$ cat config.mk
export PLATFORM = sky130hd
export DESIGN_NAME = unit_arr_broadcast_flat
export DESIGN_NICKNAME = d
export VERILOG_FILES = /design/src/rtl/unit_arr_broadcast_if.sv /design/src/rtl/unit_arr_broadcast.sv /design/src/flat_wrapper.sv
export SDC_FILE = /design/constraint.sdc
export NUM_CORES = 1
export LEC_CHECK = 0
export ABC_CLOCK_PERIOD_IN_PS = 1600
export CAP_MARGIN = 5
export CORE_ASPECT_RATIO = 1.25
export CORE_MARGIN = 2
export CORE_UTILIZATION = 28
export CTS_CLUSTER_DIAMETER = 150
export DETAILED_ROUTE_END_ITERATION = 8
export PLACE_DENSITY = 0.58
export SYNTH_ARGS = -nofsm -noshare
export SYNTH_HDL_FRONTEND = slang
export SYNTH_SLANG_ARGS = --single-unit
$ cat constraint.sdc
create_clock -name clk -period 1.6 [get_ports clk]
set_input_delay 0.32 -clock clk [delete_from_list [all_inputs] [get_ports clk]]
set_output_delay 0.32 -clock clk [all_outputs]
set_load 0.05 [all_outputs]
$ cat src/rtl/unit_arr_broadcast_if.sv
// Element type shared by the averaging path, plus the vector-in / beat-out
// bus of the unit-vector broadcaster.
package unit_pkg;
  // Unsigned Q1.15 fixed point: 16'h8000 is 1.0, 16'h4000 is 0.5.
  typedef logic [15:0] unit_t;
endpackage

interface unit_arr_broadcast_if #(
  parameter int N   = 16,
  parameter int LEN = 32
);
  localparam int DW = (N > 1) ? $clog2(N) : 1;
  localparam int EW = (LEN > 1) ? $clog2(LEN) : 1;

  logic                          in_valid;
  logic                          in_ready;
  unit_pkg::unit_t [LEN-1:0]     in;
  logic                          out_valid;
  logic                          out_ready;
  unit_pkg::unit_t               out_data;
  logic [DW-1:0]                 out_dst;
  logic [EW-1:0]                 out_elem;
  logic                          done;

  modport master (
    output in_valid, in, out_ready,
    input  in_ready, out_valid, out_data, out_dst, out_elem, done
  );

  modport slave (
    input  in_valid, in, out_ready,
    output in_ready, out_valid, out_data, out_dst, out_elem, done
  );
endinterface

$ cat src/rtl/unit_arr_broadcast.sv
// Latches one averaged unit vector and streams it element by element to each
// of N destinations in turn over a single tagged valid/ready beat bus.
module unit_arr_broadcast #(
  parameter int N   = 16,
  parameter int LEN = 32
) (
  input  logic               clk,
  input  logic               rst_n,
  unit_arr_broadcast_if.slave bus
);
  localparam int DW = (N > 1) ? $clog2(N) : 1;
  localparam int EW = (LEN > 1) ? $clog2(LEN) : 1;

  typedef enum logic {IDLE, SEND} state_e;

  state_e                    state;
  unit_pkg::unit_t [LEN-1:0] vec_buf;
  logic [DW-1:0]             dst;
  logic [EW-1:0]             elem;
  logic                      done_q;
  logic                      last_elem;
  logic                      last_dst;

  assign last_elem = (elem == EW'(LEN - 1));
  assign last_dst  = (dst == DW'(N - 1));

  // NOTE: state registers use non-blocking assignments so every update in this
  // block sees the pre-edge values, independent of statement order.
  always_ff @(posedge clk or negedge rst_n) begin
    if (!rst_n) begin
      state   <= IDLE;
      // NOTE: the vector buffer is reset on purpose so out_data reads 0 after
      // reset; storage that needs no defined reset value is normally left alone.
      vec_buf <= '0;
      dst     <= '0;
      elem    <= '0;
      done_q  <= 1'b0;
    end else begin
      done_q <= 1'b0;
      case (state)
        IDLE: begin
          if (bus.in_valid) begin
            vec_buf <= bus.in;
            dst     <= '0;
            elem    <= '0;
            state   <= SEND;
          end
        end
        SEND: begin
          if (bus.out_ready) begin
            if (last_elem) begin
              elem <= '0;
              if (last_dst) begin
                dst    <= '0;
                state  <= IDLE;
                done_q <= 1'b1;
              end else begin
                dst <= dst + 1'b1;
              end
            end else begin
              elem <= elem + 1'b1;
            end
          end
        end
      endcase
    end
  end

  assign bus.in_ready  = (state == IDLE);
  assign bus.out_valid = (state == SEND);
  assign bus.out_dst   = dst;
  assign bus.out_elem  = elem;
  assign bus.done      = done_q;

  // With a single element the index register carries no information.
  if (LEN == 1) begin : g_single_elem
    assign bus.out_data = vec_buf[0];
  end else begin : g_multi_elem
    assign bus.out_data = vec_buf[elem];
  end
endmodule
$ cat src/flat_wrapper.sv
// flat-port wrapper written by rule: the top's interface ports become plain ports
module unit_arr_broadcast_flat 
#(
  parameter int N   = 16,
  parameter int LEN = 32
)
  (clk, rst_n, bus_in_valid, bus_in, bus_out_ready, bus_in_ready, bus_out_valid, bus_out_data, bus_out_dst, bus_out_elem, bus_done);
  unit_arr_broadcast_if #(.N(N), .LEN(LEN)) bus_i ();
  input  logic clk;
  input  logic rst_n;
  input wire logic [$bits(bus_i.in_valid)-1:0] bus_in_valid;
  input wire logic [$bits(bus_i.in)-1:0] bus_in;
  input wire logic [$bits(bus_i.out_ready)-1:0] bus_out_ready;
  output wire logic [$bits(bus_i.in_ready)-1:0] bus_in_ready;
  output wire logic [$bits(bus_i.out_valid)-1:0] bus_out_valid;
  output wire logic [$bits(bus_i.out_data)-1:0] bus_out_data;
  output wire logic [$bits(bus_i.out_dst)-1:0] bus_out_dst;
  output wire logic [$bits(bus_i.out_elem)-1:0] bus_out_elem;
  output wire logic [$bits(bus_i.done)-1:0] bus_done;
  assign bus_i.in_valid = bus_in_valid;
  assign bus_i.in = bus_in;
  assign bus_i.out_ready = bus_out_ready;
  assign bus_in_ready = bus_i.in_ready;
  assign bus_out_valid = bus_i.out_valid;
  assign bus_out_data = bus_i.out_data;
  assign bus_out_dst = bus_i.out_dst;
  assign bus_out_elem = bus_i.out_elem;
  assign bus_done = bus_i.done;
  unit_arr_broadcast #(.N(N), .LEN(LEN)) u_core (.clk(clk), .rst_n(rst_n), .bus(bus_i));
endmodule
==> results of run 1 <==
==> synth_stat cells <==
cell type  instances  area, um2
and2_1             1       6.26
buf_6             10        113
nor3_1            16       80.1
o211ai_1           1       7.51
clkbuf_1          49        184
nand2_1         1578       5920
mux2i_1          256       2560
a22oi_1           64        480
inv_1              2       7.51
o31ai_1            2       15.0
and2_0             1       6.26
buf_12             2       40.0
a21oi_1           34        170
nand2b_1           2       12.5
nor2_1             4       15.0
nand4_1           17        106
nand3_1           34        170
buf_4             22        165
and3_1             4       25.0
nor2b_1            3       18.8
xor2_1             1       8.76
buf_1             10       37.5
a32o_1             1       10.0
clkbuf_2           1       5.00
a31oi_1           16        100
dfrtp_1          523      13100
or2_1              1       6.26
nor2_2             1       6.26
a22o_1            34        298
ha_1               4       50.1
buf_2             82        410
o21ai_0            6       30.0
buf_8              4       60.1
==> what timing repair did <==
action,in CTS,in global routing
hold endpoints to repair,197,0
resized for setup,178,75
setup buffers,24,10
cloned,6,9
setup endpoints to repair,38,65
pin swaps,44,43
hold buffers,1,0
==> how the worst max path moves through the flow <==
| stage | start | endpoint | slack, ns | cells past startpoint |
|---|---|---|---|---|
| 4_1_cts | u_core.bus.out_elem[1] | bus_out_data[9] | -1.50 | 10 |
| 5_1_grt | u_core.bus.out_elem[1] | bus_out_data[0] | -1.53 | 10 |
| 2_1_floorplan | u_core.bus.out_elem[1] | bus_out_data[4] | -0.51 | 8 |
| 3_3_place_gp | u_core.bus.out_elem[1] | bus_out_data[15] | -1.37 | 8 |
| 6_report | u_core.bus.out_elem[1] | bus_out_data[9] | -1.47 | 11 |
| 3_5_place_dp | u_core.bus.out_elem[1] | bus_out_data[15] | -1.29 | 8 |
==> per-stage QoR <==
step	util, %	worst slack (ns)	total power (W)	cell area [um2]
after floorplan	-	-0.512	0.0249	24600
after global placement	38.8	-1.37	0.0346	33300
after detailed placement	38.8	-1.29	0.0347	33300
after CTS	42.6	-1.50	0.0521	36500
after global routing	43.3	-1.53	0.0546	37100
final	43.3	-1.47	0.0525	37100
==> logic make-up after synthesis <==
logic type,after synthesis,synth area share [%]
adders and majority gates,4,0.207
xor gates and xnor gates,1,0.0362
muxes,256,10.6
buffers and inverters,182,4.22
and+or+nand+nor,1662,26.3
DFF,523,54.0
AOI/OAI and AO/OA,158,4.59
==> worst max-delay path, stage by stage (launching register included) <==
cell,delay (ns)
dfrtp_4,0.51
buf_12,0.16
buf_12,0.13
buf_16,0.14
mux2i_1,0.17
a22o_1,0.25
nor3_2,0.07
buf_4,0.14
a31oi_1,0.13
buf_4,0.19
nand3_4,0.09
buf_8,0.16
==> state kept, by name (all words and copies together) (netlist names) <==
| name | count |
|---|---|
| u_core.bus.done | 1 |
| u_core.bus.out_dst | 4 |
| u_core.bus.out_elem | 5 |
| u_core.bus.out_valid | 1 |
| u_core.vec_buf | 512 |
==> power groups by stage <==
stage | combinational [W] | clock, W | sequential (W)
2_1_floorplan | 0.00904 | 0 | 0.0159
3_3_place_gp | 0.0185 | 0 | 0.0161
3_5_place_dp | 0.0186 | 0 | 0.0161
4_1_cts | 0.0215 | 0.0148 | 0.0159
5_1_grt | 0.0233 | 0.0153 | 0.0161
6_report | 0.0221 | 0.0145 | 0.0159
==> routing by layer <==
| metal | wire (um) | GRT usage, % | share of wire, % |
|---|---|---|---|
| met1 | 39600 | 26.5 | 40 |
| met2 | 50500 | 38.4 | 51 |
| met3 | 5140 | 3.09 | 5.2 |
| met4 | 3340 | 8.03 | 3.4 |
| met5 | 36 | 0 | 0.036 |
==> cell type report <==
cell class	instances	share of cell area (%)
diodes	8	0.0539
clock buffers	77	4.40
clock inverters	27	1.12
inverters	2	0.0371
multi-input cells	2081	29.9
flip-flops and latches	523	35.3
well taps	1159	3.91
repair buffers	858	25.3
==> impl_metrics.csv, run 1 <==
group,metric,value,unit
drt,drt-total-wl,98700,um
die,core-area,85700,um2
cts,worstSkewPairLatency,0.62,ns
sta,rsz0062_at_grt,"true",
cts,root_buffer,"clkbuf_16",
die,die_w,267,um
yosys,yosys_register_bits,523,
hold_path,hold_path_class,"input port to asynchronous set/reset pin",
finish,final_cell_mix,"nand2_1, clkdlybuf4s50_1, dfrtp_1",
global_routing,antenna_found_initial,18,
finish,fin_cells,4735,
finish,areaGrowthSynthToFinish,53.3,%
yosys,synth_cells,2786,
die,dieArea,88900,um2
yosys,synth_cell_types,33,
global_routing,grt_pass1_vias,22200,
finish,fillCellCount,8325,
worst_setup_path,r2r_slack,-0.28,ns
yosys,syn-num-nets,3306,
worst_setup_path,worstSetupPathType,"flop to output pin",
die,die_y,333,um
yosys,yosysSeqAreaShare,54.0,%
sta,slew_headroom,69.7,%
sta,finalCritPeriodShare,192,%
power_and_ir_drop,switchingPower,0.0181,W
finish,multiInputGateArea,11100,um2
worst_setup_path,rr_endpoint,"u_core.bus.out_dst[2]",
run,cap_violations,0,
worst_setup_path,worstSetupEndpointType,"output pin",
global_routing,grt_max_degree,66,
sta,hold_slack,0.129,ns
placed_design,dpl.cell_count,4584,
status,violations,"negative setup slack",
cts,cts_made_buffers,57,
die,rows,120,
sta,hold_viol,0,
finish,nNetsFinal,4043,
status,status,"complete, but fails checks",
finish,drive_above_1_share,16.5,%
sta,tightestPinTransition,0.455,ns
power_and_ir_drop,switching_share,34.4,%
yosys,syn_area_per_cell,8.69,um2
cts,numClockSinks,523,
placed_design,place.gp.congestion,0.868,
global_routing,grtUsageTotal,21.7,%
worst_setup_path,crit_path_start_kind,"flop",
placed_design,post-dp-hpwl,75400,um
sta,maxSlewViolCount,0,
sta,fin_tns_setup,-25.31,ns
sta,fin_skew,0.00965,ns
worst_setup_path,r2r_cells,9,
global_routing,grt_pass1_wl,142000,um
sta,max_freq,326,MHz
sta,fin_crit,3.07,ns
drt,drcViolationCount,0,
cts,cts_buffer_depth,3,
drt,drt-pass1-iter-count,5,
drt,wl_per_cell,20.8,um
worst_setup_path,worstPathMaxFanout,6,
worst_setup_path,required,1.28,ns
finish,seq_area,13100,um2
sta,setup_slack,-1.47,ns
yosys,ys.warnings.count,0,
cts,htreeDepth,2,
cts,clk_pin_slew,0.07,ns
power_and_ir_drop,internal_power,0.0344,W
worst_setup_path,timing.rr.start,"u_core.bus.out_elem[1]",
sta,finalSetupViolations,37,
die,start_util,28.2,%
power_and_ir_drop,power.leakage,18.1,nW
yosys,syn_area,24200,um2
drt,drt_iter0_drc,1551,
cts,tritoncts,"yes",
finish,layout_commonest_cell,"nand2_1",
drt,num_vias,21700,
drt,via_per_inst,4.58,
power_and_ir_drop,comb_power_share,42.1,%
drt,drtAntennaViolNets,0,
power_and_ir_drop,p_per_area,1410,nW/um2
die,ios,544,
placed_design,numPortBuffers,543,
power_and_ir_drop,vdd_ir_drop_max,0.00103,V
power_and_ir_drop,clkPwrFrac,27.6,%
worst_setup_path,cp.arrival,2.75,ns
global_routing,globalRouteOverflowTotal,0,
power_and_ir_drop,seqPwrFrac,30.4,%
No activity file was read; power rests on OpenSTA's default activity.
==> inputs of run 2 (changes only) <==
--- a/config.mk
+++ b/config.mk
@@ -12,6 +12,7 @@
 export CORE_UTILIZATION = 28
 export CTS_CLUSTER_DIAMETER = 150
 export DETAILED_ROUTE_END_ITERATION = 8
+export HOLD_SLACK_MARGIN = 0.06
 export PLACE_DENSITY = 0.58
 export SYNTH_ARGS = -nofsm -noshare
 export SYNTH_HDL_FRONTEND = slang
==> constraint.sdc (replaced) <==
create_clock -name clk -period 1.6 [get_ports clk]
set_input_delay 0.16 -clock clk [delete_from_list [all_inputs] [get_ports clk]]
set_output_delay 0.16 -clock clk [all_outputs]
set_load 0.05 [all_outputs]
==> run 2 against run 1 <==
Compared with the run above:
- count of clock-buffer cells in the layout rose by 4
- fmax rose by 8.6%
- critical endpoint is now bus_out_data[7]
- sequential power is essentially flat
- register-to-register slack worse by 0.06 ns
- die area is the same
- worst hold slack got worse by 0.032 ns
- the run still ends with negative setup slack left
- non-clock buffer count rose by 84
- combinational power is 3% lower
- clock power is 9% lower
- flip-flop and latch count stayed put
- global-route usage increased by 0.15 points
==> impl_metrics.csv, run 2 (synthesized netlist as in run 1, its figures left out) <==
group,metric,value,unit
sta,hold_slack,0.0975,ns
power_and_ir_drop,p_per_area,1350,nW/um2
sta,hold_viol,0,
global_routing,globalRouteOverflowTotal,0,
drt,drt_iter0_drc,1353,
global_routing,grt_max_degree,87,
sta,maxSlewViolCount,0,
finish,fillCellCount,8367,
run,cap_violations,0,
sta,rsz0062_at_grt,"true",
finish,largest_reg_flops,512,
sta,max_freq,354,MHz
sta,tightestPinTransition,0.532,ns
hold_path,hold_path_class,"input port to flop",
drt,drtAntennaViolNets,0,
finish,final_cell_mix,"nand2_1, dfrtp_1, clkdlybuf4s50_1",
global_routing,grt_pass1_wl,144000,um
power_and_ir_drop,power.leakage,18.2,nW
cts,htreeDepth,2,
drt,drcViolationCount,0,
global_routing,grtUsageTotal,21.8,%
drt,num_vias,21900,
die,dieArea,88900,um2
die,die_w,267,um
status,violations,"negative setup slack",
die,start_util,28.2,%
placed_design,post-dp-hpwl,75600,um
sta,slew_headroom,64.5,%
die,core-area,85700,um2
finish,areaGrowthSynthToFinish,55.3,%
cts,worstSkewPairLatency,0.61,ns
finish,seq_area,13100,um2
die,die_y,333,um
global_routing,antenna_found_initial,15,
finish,postLayoutCoreUtil,43.9,%
cts,clk_pin_slew,0.06,ns
die,rows,120,
placed_design,numPortBuffers,543,
cts,tritoncts,"yes",
worst_setup_path,required,1.44,ns
finish,multiInputGateArea,11000,um2
power_and_ir_drop,power,0.0506,W
cts,root_buffer,"clkbuf_16",
worst_setup_path,cp.arrival,2.66,ns
die,ios,544,
sta,setup_slack,-1.22,ns
sta,finalCritPeriodShare,177,%
sta,finalSetupViolations,29,
finish,largest_register,"u_core.vec_buf",
placed_design,place.gp.congestion,0.892,
worst_setup_path,worstSetupEndpointType,"output pin",
sta,fin_crit,2.82,ns
finish,nNetsFinal,4127,
sta,fin_skew,0.0162,ns
drt,drt-total-wl,98200,um
drt,wl_per_cell,20.4,um
drt,via_per_inst,4.55,
worst_setup_path,crit_path_start_kind,"flop",
cts,cts_buffer_depth,3,
cts,cts_made_buffers,57,
finish,layout_commonest_cell,"nand2_1",
global_routing,grt_pass1_vias,22800,
worst_setup_path,worstPathMaxFanout,8,
cts,numClockSinks,523,
status,status,"complete, but fails checks",
drt,drt-pass1-iter-count,5,
worst_setup_path,worstSetupPathType,"flop to output pin",
power_and_ir_drop,vdd_ir_drop_max,0.00102,V
finish,drive_above_1_share,13.8,%
-- run 2: per-stage QoR --
step / instances / setup WS [ns] / TNS (ns) / instance area, um2
finish: 4819 / -1.22 / -21.32 / 37600
global route: 4817 / -1.31 / -23.61 / 37600
CTS: 4807 / -1.28 / -22.06 / 37200
detailed placement: 4550 / -1.03 / -22.17 / 33000
global placement: 4550 / -1.06 / -18.12 / 33000
floorplan: 2786 / -0.352 / -28.37 / 24600
-- run 2: final timing paths --
| check | startpoint | to | slack (ns) | cells after the start |
|---|---|---|---|---|
| max | u_core.bus.out_elem[1] | bus_out_data[7] | -1.22 | 10 |
| min | bus_in[485] | u_core.vec_buf[485] | 0.1 | 3 |
| max reg2reg | u_core.bus.out_elem[1] | u_core.bus.out_elem[2] | -0.34 | 10 |
| min reg2reg | u_core.vec_buf[423] | u_core.vec_buf[423] | 0.47 | 2 |
| max in group asynchronous | rst_n | u_core.vec_buf[308] | 0.86 | 3 |
| min in group asynchronous | rst_n | u_core.vec_buf[200] | 0.19 | 3 |
-- run 2: routing by layer --
metal | vias up | wire, um | GRT usage (%)
met5 | - | 66 | 0
met4 | 10 | 3760 | 8.88
met1 | 10500 | 39500 | 26.2
li1 | 10600 | - | -
met2 | 615 | 50200 | 38.6
met3 | 158 | 4660 | 3.46
-- run 2: power breakdown --
group          leakage (nW)  switching (W)  internal, W  total (W)
logic                  10.7         0.0110       0.0105     0.0215
registers              6.60        0.00111       0.0148     0.0159
clock network         0.914        0.00561      0.00762     0.0132
-- run 2: repair_timing --
item	in CTS	in global routing
cloned	3	1
gates resized for setup	144	76
endpoints found under the hold margin	667	0
buffers inserted	11	6
hold buffers	146	0
pin swaps	51	55
endpoints found under the setup margin	34	33
-- run 2: worst max-delay path, cell delays in order (launching register included) --
cell	delay, ns
dfrtp_4	0.50
buf_8	0.16
buf_12	0.15
clkbuf_16	0.16
mux2i_1	0.12
a22o_1	0.20
nor3_2	0.26
a31oi_1	0.09
buf_4	0.17
nand3_2	0.08
buf_12	0.14
-- run 2: layout make-up --
cell class,count,area share (%)
Inverter,2,0.0366
Multi-Input combinational cell,2081,29.4
Clock inverter,21,0.546
Antenna cell,10,0.0666
Timing Repair Buffer,942,26.9
Clock buffer,81,4.38
Tap cell,1159,3.86
Sequential cell,523,34.8
==> inputs of run 3 (changes only) <==
--- a/config.mk
+++ b/config.mk
@@ -14,6 +14,7 @@
 export DETAILED_ROUTE_END_ITERATION = 8
 export HOLD_SLACK_MARGIN = 0.06
 export PLACE_DENSITY = 0.58
+export SLEW_MARGIN = 30
 export SYNTH_ARGS = -nofsm -noshare
 export SYNTH_HDL_FRONTEND = slang
 export SYNTH_SLANG_ARGS = --single-unit
==> results of run 3 <==
The final DEF is identical to that of run 2; final timing and power are the same.
